### config.mk
export PLATFORM = sky130hd
export DESIGN_NAME = cache_ass2vias
export DESIGN_NICKNAME = d
export VERILOG_FILES = /design/src/rtl/cache_ass2vias_pkg.sv /design/src/rtl/cache_ass2vias_lookup.sv /design/src/rtl/cache_ass2vias.sv
export SDC_FILE = /design/constraint.sdc
export NUM_CORES = 1
export LEC_CHECK = 0
export ABC_AREA = 1
export CAP_MARGIN = 30
export CORE_MARGIN = 3
export CORE_UTILIZATION = 45
export CTS_CLUSTER_DIAMETER = 40
export DETAILED_ROUTE_END_ITERATION = 10
export PLACE_DENSITY = 0.68
export REMOVE_ABC_BUFFERS = 1
export SLEW_MARGIN = 20
export SYNTH_ARGS = -nofsm -noshare
export SYNTH_HDL_FRONTEND = slang
export SYNTH_HIERARCHICAL = 1
export SYNTH_SLANG_ARGS = --single-unit
export TNS_END_PERCENT = 5
### constraint.sdc
create_clock -name clock -period 2.3 [get_ports clock]
set_clock_uncertainty 0.05 [all_clocks]
set_input_delay 0.46 -clock clock [delete_from_list [all_inputs] [get_ports clock]]
set_output_delay 0.46 -clock clock [all_outputs]
set_load 0.005 [all_outputs]
### src/rtl/cache_ass2vias_pkg.sv
// Shared types and sizes for the 2-set, 2-way write-back cache.
package cache_ass2vias_pkg;

    localparam int TAG_W  = 4;
    localparam int DATA_W = 5;
    localparam int SETS   = 2;
    localparam int WAYS   = 2;
    localparam int ADDR_W = TAG_W + 1;

    typedef struct packed {
        logic              valid;
        logic              dirty;
        logic [TAG_W-1:0]  tag;
        logic [DATA_W-1:0] data;
    } line_t;

    typedef enum logic {
        IDLE = 1'b0,
        FILL = 1'b1
    } state_t;

endpackage

### src/rtl/cache_ass2vias_lookup.sv
// Combinational tag match and victim selection for one set.
module cache_ass2vias_lookup
    import cache_ass2vias_pkg::*;
(
    input  line_t [WAYS-1:0]   i_lines,
    input  logic               i_lru,
    input  logic [TAG_W-1:0]   i_tag,
    output logic               o_hit,
    output logic               o_hit_way,
    output logic [DATA_W-1:0]  o_hit_data,
    output logic               o_victim_way,
    output line_t              o_victim
);

    logic w_match0;
    logic w_match1;

    always_comb begin
        w_match0   = i_lines[0].valid && (i_lines[0].tag == i_tag);
        w_match1   = i_lines[1].valid && (i_lines[1].tag == i_tag);
        o_hit      = w_match0 || w_match1;
        // way 0 wins when both ways match
        o_hit_way  = !w_match0;
        o_hit_data = i_lines[o_hit_way].data;

        if (!i_lines[0].valid) begin
            o_victim_way = 1'b0;
        end else if (!i_lines[1].valid) begin
            o_victim_way = 1'b1;
        end else begin
            o_victim_way = i_lru;
        end
        o_victim = i_lines[o_victim_way];
    end

endmodule

### src/rtl/cache_ass2vias.sv
// 2-set x 2-way cache, write-allocate / write-back, one-cycle fill from ramlpm.
//   state | meaning
//   IDLE  | sample a request every edge; read miss moves to FILL
//   FILL  | load victim with M_Block_C, drop this edge's request, back to IDLE
module cache_ass2vias
    import cache_ass2vias_pkg::*;
(
    input  logic              clock,
    input  logic              resetn,
    input  logic [ADDR_W-1:0] Address,
    input  logic              Write,
    input  logic [DATA_W-1:0] BlockIn,
    input  logic [DATA_W-1:0] M_Block_C,
    output logic [DATA_W-1:0] BlockOut,
    output logic              C_Write_M,
    output logic [DATA_W-1:0] C_Block_M,
    output logic [ADDR_W-1:0] C_Addr_M,
    output logic              hit
);

    state_t            r_state;
    state_t            w_state_next;

    logic              r_valid [SETS][WAYS];
    logic              r_dirty [SETS][WAYS];
    logic              r_lru   [SETS];
    logic [TAG_W-1:0]  r_tag   [SETS][WAYS];
    logic [DATA_W-1:0] r_data  [SETS][WAYS];

    logic              r_miss_set;
    logic              r_miss_way;
    logic [TAG_W-1:0]  r_miss_tag;

    logic              w_set;
    logic [TAG_W-1:0]  w_tag;
    line_t [WAYS-1:0]  w_lines;
    logic              w_hit;
    logic              w_hit_way;
    logic [DATA_W-1:0] w_hit_data;
    logic              w_victim_way;
    line_t             w_victim;

    logic              w_upd_line;
    logic              w_upd_set;
    logic              w_upd_way;
    logic              w_upd_dirty;
    logic [TAG_W-1:0]  w_upd_tag;
    logic [DATA_W-1:0] w_upd_data;
    logic              w_touch;
    logic              w_wb;
    logic              w_bo_load;
    logic [DATA_W-1:0] w_bo_val;
    logic              w_hit_nxt;
    logic              w_miss_capture;

    assign w_set = Address[ADDR_W-1];
    assign w_tag = Address[TAG_W-1:0];

    always_comb begin
        for (int w = 0; w < WAYS; w++) begin
            w_lines[w].valid = r_valid[w_set][w];
            w_lines[w].dirty = r_dirty[w_set][w];
            w_lines[w].tag   = r_tag[w_set][w];
            w_lines[w].data  = r_data[w_set][w];
        end
    end

    cache_ass2vias_lookup u_lookup (
        .i_lines      (w_lines),
        .i_lru        (r_lru[w_set]),
        .i_tag        (w_tag),
        .o_hit        (w_hit),
        .o_hit_way    (w_hit_way),
        .o_hit_data   (w_hit_data),
        .o_victim_way (w_victim_way),
        .o_victim     (w_victim)
    );

    always_ff @(posedge clock or negedge resetn) begin
        if (!resetn) begin
            r_state <= IDLE;
        end else begin
            r_state <= w_state_next;
        end
    end

    always_comb begin
        w_state_next   = r_state;
        w_upd_line     = 1'b0;
        w_upd_set      = w_set;
        w_upd_way      = w_hit_way;
        w_upd_dirty    = 1'b0;
        w_upd_tag      = w_tag;
        w_upd_data     = BlockIn;
        w_touch        = 1'b0;
        w_wb           = 1'b0;
        w_bo_load      = 1'b0;
        w_bo_val       = M_Block_C;
        w_hit_nxt      = 1'b0;
        w_miss_capture = 1'b0;

        unique case (r_state)
            IDLE: begin
                if (w_hit) begin
                    w_hit_nxt = 1'b1;
                    w_touch   = 1'b1;
                    if (Write) begin
                        w_upd_line  = 1'b1;
                        w_upd_dirty = 1'b1;
                    end else begin
                        w_bo_load = 1'b1;
                        w_bo_val  = w_hit_data;
                    end
                end else begin
                    w_upd_way = w_victim_way;
                    w_wb      = w_victim.valid && w_victim.dirty;
                    if (Write) begin
                        w_upd_line  = 1'b1;
                        w_upd_dirty = 1'b1;
                        w_touch     = 1'b1;
                    end else begin
                        w_miss_capture = 1'b1;
                        w_state_next   = FILL;
                    end
                end
            end
            FILL: begin
                // request sampled on this edge is dropped
                w_upd_line   = 1'b1;
                w_upd_set    = r_miss_set;
                w_upd_way    = r_miss_way;
                w_upd_tag    = r_miss_tag;
                w_upd_data   = M_Block_C;
                w_touch      = 1'b1;
                w_bo_load    = 1'b1;
                w_state_next = IDLE;
            end
            default: w_state_next = IDLE;
        endcase
    end

    always_ff @(posedge clock or negedge resetn) begin
        if (!resetn) begin
            for (int s = 0; s < SETS; s++) begin
                r_lru[s] <= 1'b0;
                for (int w = 0; w < WAYS; w++) begin
                    r_valid[s][w] <= 1'b0;
                    r_dirty[s][w] <= 1'b0;
                end
            end
            BlockOut  <= '0;
            C_Write_M <= 1'b0;
            C_Block_M <= '0;
            C_Addr_M  <= '0;
            hit       <= 1'b0;
        end else begin
            if (w_upd_line) begin
                r_valid[w_upd_set][w_upd_way] <= 1'b1;
                r_dirty[w_upd_set][w_upd_way] <= w_upd_dirty;
            end
            if (w_touch) begin
                r_lru[w_upd_set] <= !w_upd_way;
            end
            hit       <= w_hit_nxt;
            C_Write_M <= w_wb;
            if (w_wb) begin
                C_Block_M <= w_victim.data;
                C_Addr_M  <= {w_set, w_victim.tag};
            end
            if (w_bo_load) begin
                BlockOut <= w_bo_val;
            end
        end
    end

    // Tag/data arrays and the pending-miss record carry no reset.
    always_ff @(posedge clock) begin
        if (w_upd_line) begin
            r_tag[w_upd_set][w_upd_way]  <= w_upd_tag;
            r_data[w_upd_set][w_upd_way] <= w_upd_data;
        end
        if (w_miss_capture) begin
            r_miss_set <= w_set;
            r_miss_way <= w_victim_way;
            r_miss_tag <= w_tag;
        end
    end

endmodule

==> run_results.csv, run 1 <==
group,metric,value,unit
timing,setup_viol,0,
setup_path,reg2reg_slack,230,ps
floorplan,die_h,91.5,microns
global_route,grt_usage,0.198,
cts,clk_path_buf_depth,2,
global_route,grt_pass1_wl,12.7,mm
yosys,synth_edf_count,42,
setup_path,crit_fanout,11,
finish,synthToLayoutAreaGrowth,32.2,%
floorplan,io_pins,35,
floorplan,fp.dieW,91.5,microns
setup_path,crit_chain,"clkbuf_2, buf_6, nand2_1, o21ai_1, buf_4, nand2_4, nor2_8, nand3_4, nand2_1, buf_4, nor2_4, nand2_1, nand3_2, nand2_4, clkinvlp_4",
setup_path,slowest_delay,160,ps
timing,fin_setup_tns,0,ps
placement,io_buffers,34,
yosys,yosysUniqueCellTypes,26,
yosys,synth-seq-cells,70,
timing,period_share,0.922,
pwr,p_total,0.00414,W
timing,finalHoldViolations,0,
pwr,pwr-share-comb,0.314,
pwr,p_int,0.00288,W
cts,cts_max_level,3,
cts,path_clk_slew,70,ps
hold_path,hold_class,"reg2reg",
finish,finalInstanceArea,4350,sq um
run_status,status,"complete, no violations",
timing,finalWorstSetupSlack,178,ps
pwr,leakagePower,2.14,nW
yosys,yosysTopAreaCellShare,0.383,
placement,place_congestion,0.855,
setup_path,crit_required,2320,ps
floorplan,rows,30,
pwr,ir_drop,576,uV
yosys,ys.flop_type,"edfxtp_1",
yosys,ys_seq_area_frac,0.596,
cts,postCtsSetupRepairBufs,0,
detailed_routing,wl_met2,3.84,mm
detailed_routing,drtPass1Iterations,5,
detailed_routing,avgRoutedWirePerCell,14.1,microns
pwr,pwr_density_cell,952,nW/um^2
setup_path,end_kind,"flip-flop",
setup_path,cp-startpoint,"Address[4]",
floorplan,initial_core_util,0.474,
pwr,pwr-share-clk,0.261,
pwr,p_switching,0.00126,W
detailed_routing,wl_met1,3.38,mm
pwr,switching_share,0.305,
hold_path,hold_start,"r_valid[2]$_DFFE_PN0P_",
yosys,synthesis.area,3290,sq um
cts,cts_tree,"yes",
floorplan,dieArea,8380,sq um
timing,worstMarginPinSlew,394,ps
timing,drv_slew,0,
timing,period_needed,2120,ps
placement,placed_area,4090,sq um
cts,insertion_delay,340,ps
detailed_routing,drt_iter0_drc,129,
placement,pre_cts_slack,-689,ps
timing,slew_headroom,0.738,
cts,cts_buffers,9,
yosys,yosysMostFrequentCell,"nand2_1",
detailed_routing,dr_total_vias,2674,
setup_path,critPathKind,"in2reg",
placement,hpwlAfterDp,5.76,mm
setup_path,r2r-start,"r_valid[3]$_DFFE_PN0P_",
finish,final_nets,474,
cts,cts-root-buf,"clkbuf_8",
pwr,power_frac_seq,0.425,
detailed_routing,topRoutingLayerUsed,"met4",
flow_run,cap_violations,0,
finish,utilization,0.626,
timing,max_freq,471,MHz
floorplan,fp.coreArea,6940,sq um
global_route,grt_start_max_net_pins,29,
detailed_routing,wirelength,7.86,mm
yosys,syn_area_per_cell,8.95,sq um
setup_path,crit_slowest_cell,"buf_6",
yosys,synth_area_leaders,"edfxtp_1 38%, nand2_1 23%, dfrtp_1 21%",
global_route,grt-ovfl-total,0,
setup_path,r2r_end,"r_tag[0][3]$_DFFE_PP_",
global_route,grt_pass1_vias,2618,
setup_path,critPathLaunchType,"input port",
finish,final_layout_size_suffix_gt1_frac,0.236,
yosys,async_flop_share,0.400,
detailed_routing,ant_nets,0,
timing,grt_setup_unrepaired,"no",
setup_path,crit_end,"r_tag[0][3]$_DFFE_PP_",
global_route,grt_antenna_before_repair,0,
setup_path,crit_top_cell,"nand2_1",
detailed_routing,vias_per_cell,4.80,
finish,insertedDiodeCount,0,
yosys,yosysTopAreaCell,"edfxtp_1",
cts,clkSinkCount,70,
yosys,ys_warn_count,6,
yosys,ys_top_cells_by_count,"201 x nand2_1, 42 x edfxtp_1, 28 x dfrtp_1",
yosys,synthCells,368,
setup_path,reg2reg_depth,13,
detailed_routing,drc,0,
setup_path,arrival,2140,ps
detailed_routing,dr_wl_met3,455,microns
timing repair:
action	in CTS	in global routing
pin swaps	0	0
gates resized for setup	6	13
hold buffers	0	0
cloned	1	1
setup endpoints to repair	69	42
flip-flops by register name, summed over array words and instances, names as in the netlist:
register / count
r_miss_set: 1
C_Block_M: 5
r_data: 20
r_lru: 2
r_miss_way: 1
C_Write_M: 1
BlockOut: 5
hit: 1
r_state: 1
C_Addr_M: 5
r_valid: 4
r_dirty: 4
r_tag: 16
r_miss_tag: 4
layer usage:
metal	vias to the layer above	global-route usage
li1	1331	-
met1	1227	0.250
met2	97	0.325
met3	19	0.0406
met4	0	0.0942
met5	-	0
kinds of logic after synthesis:
kind of cell,after synthesis,share of synthesized area
simple gates,244,0.325
flops,70,0.596
buf+inv,41,0.0563
compound gates,12,0.0198
xor+xnor,1,0.00266
power groups by stage:
stage	clock network (W)	logic (W)	registers, W
finish	0.00108	0.00130	0.00176
detailed placement	0	0.00127	0.00179
CTS	0.00110	0.00129	0.00176
floorplan	0	0.000571	0.00179
global placement	0	0.00125	0.00178
global route	0.00114	0.00144	0.00179
critical path, delay by kind of cell:
family / cells / cell delay, ps
simple gates: 9 / 810
compound gates: 1 / 110
buf+inv: 5 / 750
worst min-delay path by stage:
stage                                    to  cells past startpoint
floorplan           BlockOut[0]$_DFFE_PN0P_                      0
global placement     r_valid[2]$_DFFE_PN0P_                      2
detailed placement   r_valid[3]$_DFFE_PN0P_                      2
CTS                  r_valid[2]$_DFFE_PN0P_                      2
global route         r_valid[3]$_DFFE_PN0P_                      2
finish               r_valid[2]$_DFFE_PN0P_                      2
cell usage in the layout (no fill, tap or decap), drive strengths merged:
master,instances
nand2,212
buf,52
edfxtp,42
clkdlybuf4s50,29
dfrtp,28
inv,28
nand3,14
clkbuf,12
nor2,12
o21ai,11
clkinvlp,5
nand4,5
dlymetal6s2s,4
bufinv,2
clkinv,2
nor3,1
o22ai,1
xor2,1
final cells by class:
| cell class | instances | area (sq um) |
|---|---|---|
| Fill cell | 574 | 2590 |
| Sequential cell | 70 | 1960 |
| Multi-Input combinational cell | 257 | 1160 |
| Timing Repair Buffer | 86 | 752 |
| Clock buffer | 11 | 131 |
| Inverter | 30 | 125 |
| Tap cell | 96 | 120 |
| Clock inverter | 5 | 85.1 |
| Timing Repair inverter | 2 | 15.0 |
stage by stage:
stage          hold slack (ps)  cells
6_report                   409    557
3_5_place_dp               397    539
5_1_grt                    434    557
2_1_floorplan              114    357
3_3_place_gp               385    539
4_1_cts                    406    556
No activity file was read; power rests on OpenSTA's default activity.
==> run 2, diff against run 1 <==
- PLACE_DENSITY: 0.68 -> 0.72
==> run_results.csv, run 2 (same netlist as run 1, synthesis figures left out) <==
group,metric,value,unit
global_route,grt_start_max_net_pins,29,
setup_path,r2r_end,"r_tag[0][5]$_DFFE_PP_",
timing,setup_viol,0,
timing,fin_hold_ws,412,ps
pwr,pwr_density_cell,960,nW/um^2
cts,cts_tree,"yes",
cts,clk_path_buf_depth,2,
floorplan,fp.dieW,91.5,microns
setup_path,crit_slowest_cell,"clkdlybuf4s50_1",
hold_path,holdPathStages,2,
hold_path,hold_end,"r_valid[2]$_DFFE_PN0P_",
timing,grt_setup_unrepaired,"no",
floorplan,io_pins,35,
setup_path,crit_chain,"clkdlybuf4s50_1, inv_2, nand2_2, nand2_2, nor2_4, nand3_4, buf_4, nand3_2, nand2_1, nor2_4, nand2_1, inv_1, buf_12",
setup_path,crit_required,2320,ps
cts,path_clk_slew,80,ps
setup_path,slowest_delay,550,ps
finish,fill_cells,603,
finish,synthToLayoutAreaGrowth,32.0,%
pwr,leakagePower,2.09,nW
detailed_routing,drtPass1Iterations,4,
finish,final_common_cell,"nand2_1",
setup_path,critPathLaunchType,"input port",
timing,period_share,0.955,
global_route,grt_pass1_vias,2749,
finish,largest-register,"r_data",
detailed_routing,wirelength,8.02,mm
cts,insertion_delay,350,ps
floorplan,rows,30,
global_route,grt_pass1_wl,13.1,mm
timing,worstMarginPinSlew,457,ps
timing,period_needed,2200,ps
placement,hpwlAfterDp,5.98,mm
timing,slew_headroom,0.695,
pwr,ir_drop,460,uV
timing,max_freq,455,MHz
placement,pre_cts_slack,-609,ps
timing,drv_slew,0,
setup_path,timing.critical_path.buf_inv,5,
floorplan,initial_core_util,0.474,
detailed_routing,ant_nets,0,
setup_path,r2r-start,"r_tag[1][4]$_DFFE_PP_",
run_status,status,"complete, no violations",
detailed_routing,dr_total_vias,2609,
finish,insertedDiodeCount,0,
finish,reg_top3,"r_data (20), r_tag (16)",
placement,dp.cells,531,
finish,largest_reg_flops,20,
detailed_routing,drt_iter0_drc,164,
floorplan,dieArea,8380,sq um
finish,final_cells,551,
setup_path,path_delay_family,"buffers and inverters",
global_route,grt-ovfl-total,0,
setup_path,crit_fanout,9,
hold_path,hold_start,"r_valid[2]$_DFFE_PN0P_",
cts,cts_buffers,9,
global_route,grt_usage,0.208,
timing,finalWorstSetupSlack,104,ps
floorplan,fp.coreArea,6940,sq um
setup_path,reg2reg_depth,13,
cts,cts-root-buf,"clkbuf_8",
pwr,p_total,0.00417,W
floorplan,die_h,91.5,microns
cts,cts_max_level,3,
finish,mostFrequentLayoutCells,"195 x nand2_1, 42 x buf_4, 42 x edfxtp_1",
setup_path,end_kind,"flip-flop",
detailed_routing,avgRoutedWirePerCell,14.5,microns
cts,clkSinkCount,70,
hold_path,hold_class,"reg2reg",
timing,finalHoldViolations,0,
setup_path,reg2reg_slack,260,ps
setup_path,critPathKind,"in2reg",
setup_path,arrival,2220,ps
placement,io_buffers,34,
detailed_routing,drc,0,
finish,final_layout_size_suffix_gt1_frac,0.240,
global_route,grt_antenna_before_repair,0,
finish,final_nets,468,
flow_run,cap_violations,0,
placement,place_congestion,0.916,
detailed_routing,vias_per_cell,4.74,
==> run 2: worst max-delay path by stage <==
stage,startpoint,endpoint,slack [ps],cells past startpoint
floorplan,Address[4],r_data[1][5]$_DFFE_PP_,-60,11
global placement,Address[4],r_data[0][0]$_DFFE_PP_,-530,14
detailed placement,Address[4],r_data[0][3]$_DFFE_PP_,-610,14
CTS,Address[4],r_tag[0][4]$_DFFE_PP_,10,14
global route,Address[2],r_tag[1][6]$_DFFE_PP_,10,13
finish,Address[1],r_tag[0][5]$_DFFE_PP_,100,13
==> run 2: where the power goes <==
| part | internal, W | switching [W] |
|---|---|---|
| Sequential | 0.00165 | 0.000122 |
| Clock | 0.000614 | 0.000492 |
| Combinational | 0.000608 | 0.000684 |
==> run 2: through the flow <==
step                      cell area [sq um]  utilization  setup TNS [ps]
after floorplan                        3220            -           -1050
after global placement                 4040        0.582          -28580
after detailed placement               4040        0.582          -31990
after CTS                              4310        0.621               0
after global routing                   4350        0.626               0
final                                  4350        0.626               0
==> run 2: timing repair <==
action                                 in CTS  in global routing
hold buffers                                0                  0
buffers inserted                            1                  0
setup endpoints to repair                  54                 52
pin swaps                                   1                  0
cloned                                      1                  2
endpoints found under the hold margin       0                  0
gates resized for setup                     6                 13
==> run 2: layout make-up <==
class	instances	area [sq um]	share of cell area
Timing Repair inverter	2	15.0	0.00345
Clock buffer	9	124	0.0285
Sequential cell	70	1960	0.451
Inverter	30	125	0.0288
Timing Repair Buffer	80	734	0.169
Multi-Input combinational cell	257	1170	0.269
Tap cell	96	120	0.0276
Clock inverter	7	97.6	0.0225
==> run 2: per-layer routing <==
metal  vias to the layer above  global-route usage  share of wire
met5                         -                   0              0
met4                         0               0.127          0.032
met3                        19              0.0323          0.044
met2                        63               0.357           0.51
met1                      1202               0.243           0.41
li1                       1325                   -              -
==> run 2: worst register-to-register path, cell delays in order, from the launching register on <==
cell and delay, ps:
edfxtp_1 380, nand2_1 80, nand2_1 100, nand2_2 90, nand2_2 60, nor2_4 150
nand3_4 100, buf_4 170, nand3_2 80, nand2_1 90, nor2_4 100, nand2_1 70
inv_1 100, buf_12 130
==> run 3, diff against run 2 <==
- CORE_MARGIN: 3 -> 2
==> run_results.csv, run 3 (same netlist as run 1, synthesis figures left out) <==
group,metric,value,unit
finish,final_nets,475,
setup_path,path_delay_family,"buffers and inverters",
timing,period_share,0.941,
setup_path,r2r-start,"r_tag[0][6]$_DFFE_PP_",
detailed_routing,drtPass1Iterations,4,
detailed_routing,ant_nets,0,
detailed_routing,drt_iter0_drc,198,
setup_path,critPathKind,"in2reg",
global_route,grt_use_met2,0.383,
timing,fin_hold_ws,428,ps
timing,max_freq,462,MHz
global_route,grt-ovfl-total,0,
floorplan,rows,31,
detailed_routing,dr_total_vias,2718,
finish,reg_top3,"r_data (20), r_tag (16)",
placement,hpwlAfterDp,5.81,mm
flow_run,cap_violations,0,
cts,cts_tree,"yes",
setup_path,crit_end,"r_dirty[0]$_DFFE_PN0P_",
placement,place_congestion,0.910,
finish,largest-register,"r_data",
placement,io_buffers,34,
timing,slew_headroom,0.727,
setup_path,reg2reg_depth,17,
detailed_routing,drc,0,
setup_path,r2r_end,"r_dirty[0]$_DFFE_PN0P_",
cts,insertion_delay,350,ps
timing,drv_slew,0,
detailed_routing,avgRoutedWirePerCell,14.9,microns
cts,cts_hold_buffers,0,
global_route,grt_start_max_net_pins,29,
setup_path,end_kind,"flip-flop",
global_route,grt_antenna_before_repair,0,
cts,path_clk_slew,70,ps
run_status,status,"complete, no violations",
timing,grt_setup_unrepaired,"no",
setup_path,arrival,2350,ps
finish,largest_reg_flops,20,
cts,clk_path_buf_depth,2,
cts,clkSinkCount,70,
cts,cts_max_level,3,
timing,finalHoldViolations,0,
setup_path,crit_fanout,3,
floorplan,fp.dieW,89.5,microns
global_route,grtUsageMet3,0.0452,
setup_path,slowest_delay,530,ps
cts,cts-root-buf,"clkbuf_8",
finish,insertedDiodeCount,0,
cts,cts_buffers,9,
setup_path,cp-startpoint,"Address[3]",
setup_path,path_depth,15,
timing,fin_setup_tns,0,ps
setup_path,crit_top_cell,"nand2_1",
floorplan,initial_core_util,0.459,
timing,setup_viol,0,
timing,period_needed,2170,ps
floorplan,dieArea,8020,sq um
detailed_routing,vias_per_cell,4.84,
timing,worstMarginPinSlew,410,ps
pwr,pwr_density_cell,975,nW/um^2
detailed_routing,wirelength,8.33,mm
setup_path,crit_slowest_cell,"clkdlybuf4s50_1",
setup_path,crit_required,2490,ps
pwr,ir_drop,466,uV
global_route,grt_pass1_wl,13.1,mm
finish,final_layout_size_suffix_gt1_frac,0.234,
global_route,grt_usage,0.227,
floorplan,die_h,89.5,microns
global_route,met1_usage,0.276,
finish,synthToLayoutAreaGrowth,33.4,%
pwr,p_total,0.00428,W
finish,final_common_cell,"nand2_1",
pwr,leakagePower,2.13,nW
finish,mostFrequentLayoutCells,"199 x nand2_1, 50 x buf_4, 42 x edfxtp_1",
setup_path,crit_chain,"clkdlybuf4s50_1, inv_1, o21ai_0, nor2_1, nand2_1, nand2_1, buf_4, nor2_4, nand2_1, nand3_4, nand2_4, buf_4, buf_4, nand2_1, nand2_1",
global_route,top_usage_layer,"met2",
hold_path,hold_class,"reg2reg",
floorplan,io_pins,35,
global_route,grt_pass1_vias,2772,
setup_path,reg2reg_slack,210,ps
setup_path,critPathLaunchType,"input port",
floorplan,fp.coreArea,7180,sq um
setup_path,timing.critical_path.buf_inv,5,
-- run 3: cell types whose count changed in the layout (fill, tap and decap cells not counted), sizes merged --
cell	previous run	this run
buf	45	53
clkbuf	10	13
clkinv	3	0
bufbuf	1	0
bufinv	2	3
clkdlybuf4s50	33	32
dlymetal6s2s	0	1
inv	29	28
-- run 3: worst min path at each step --
stage	from	end	slack, ps	cells after the start
3_3_place_gp	r_valid[2]$_DFFE_PN0P_	r_valid[2]$_DFFE_PN0P_	390	2
5_1_grt	C_Addr_M[4]$_DFFE_PN0P_	C_Addr_M[4]$_DFFE_PN0P_	440	2
6_report	r_dirty[3]$_DFFE_PN0P_	r_dirty[3]$_DFFE_PN0P_	430	2
2_1_floorplan	resetn	BlockOut[0]$_DFFE_PN0P_	110	0
4_1_cts	r_valid[2]$_DFFE_PN0P_	r_valid[2]$_DFFE_PN0P_	420	2
3_5_place_dp	r_valid[2]$_DFFE_PN0P_	r_valid[2]$_DFFE_PN0P_	400	2
-- run 3: final cells by class --
cell class / instances / area (sq um)
Clock inverter: 4 / 97.6
Fill cell: 581 / 2790
Inverter: 30 / 125
Clock buffer: 12 / 135
Timing Repair Buffer: 87 / 764
Timing Repair inverter: 2 / 15.0
Sequential cell: 70 / 1960
Multi-Input combinational cell: 257 / 1170
Tap cell: 99 / 124
-- run 3: worst min-delay path, stage by stage (launching register included) --
cell	delay [ps]
dfrtp_1	350
nand2_1	50
nand2_1	50
-- run 3: metal layers --
metal	vias up	wire length [microns]
met5	-	0
met4	0	165
met3	18	464
met2	81	4200
met1	1281	3500
li1	1338	-
-- run 3: metrics by stage --
step	setup WS [ps]	instance area, sq um	utilization	std cells
4_1_cts	39.3	4360	0.608	558
6_report	135	4390	0.612	561
3_5_place_dp	-675	4090	0.570	540
2_1_floorplan	-58.3	3220	-	357
5_1_grt	1.98	4390	0.612	561
3_3_place_gp	-555	4090	0.570	540
-- run 3: timing repair --
action,CTS,global route
pin swaps,0,1
gates resized for setup,10,5
setup endpoints to repair,56,45
gates cloned,2,0
setup buffers,0,3
-- run 3: where the power goes --
group | leakage [nW] | total, W | switching, W | internal, W
Combinational | 1.29 | 0.00133 | 0.000712 | 0.000619
Clock | 0.111 | 0.00118 | 0.000454 | 0.000722
Sequential | 0.730 | 0.00177 | 0.000120 | 0.00165
Total | 2.13 | 0.00428 | 0.00129 | 0.00299
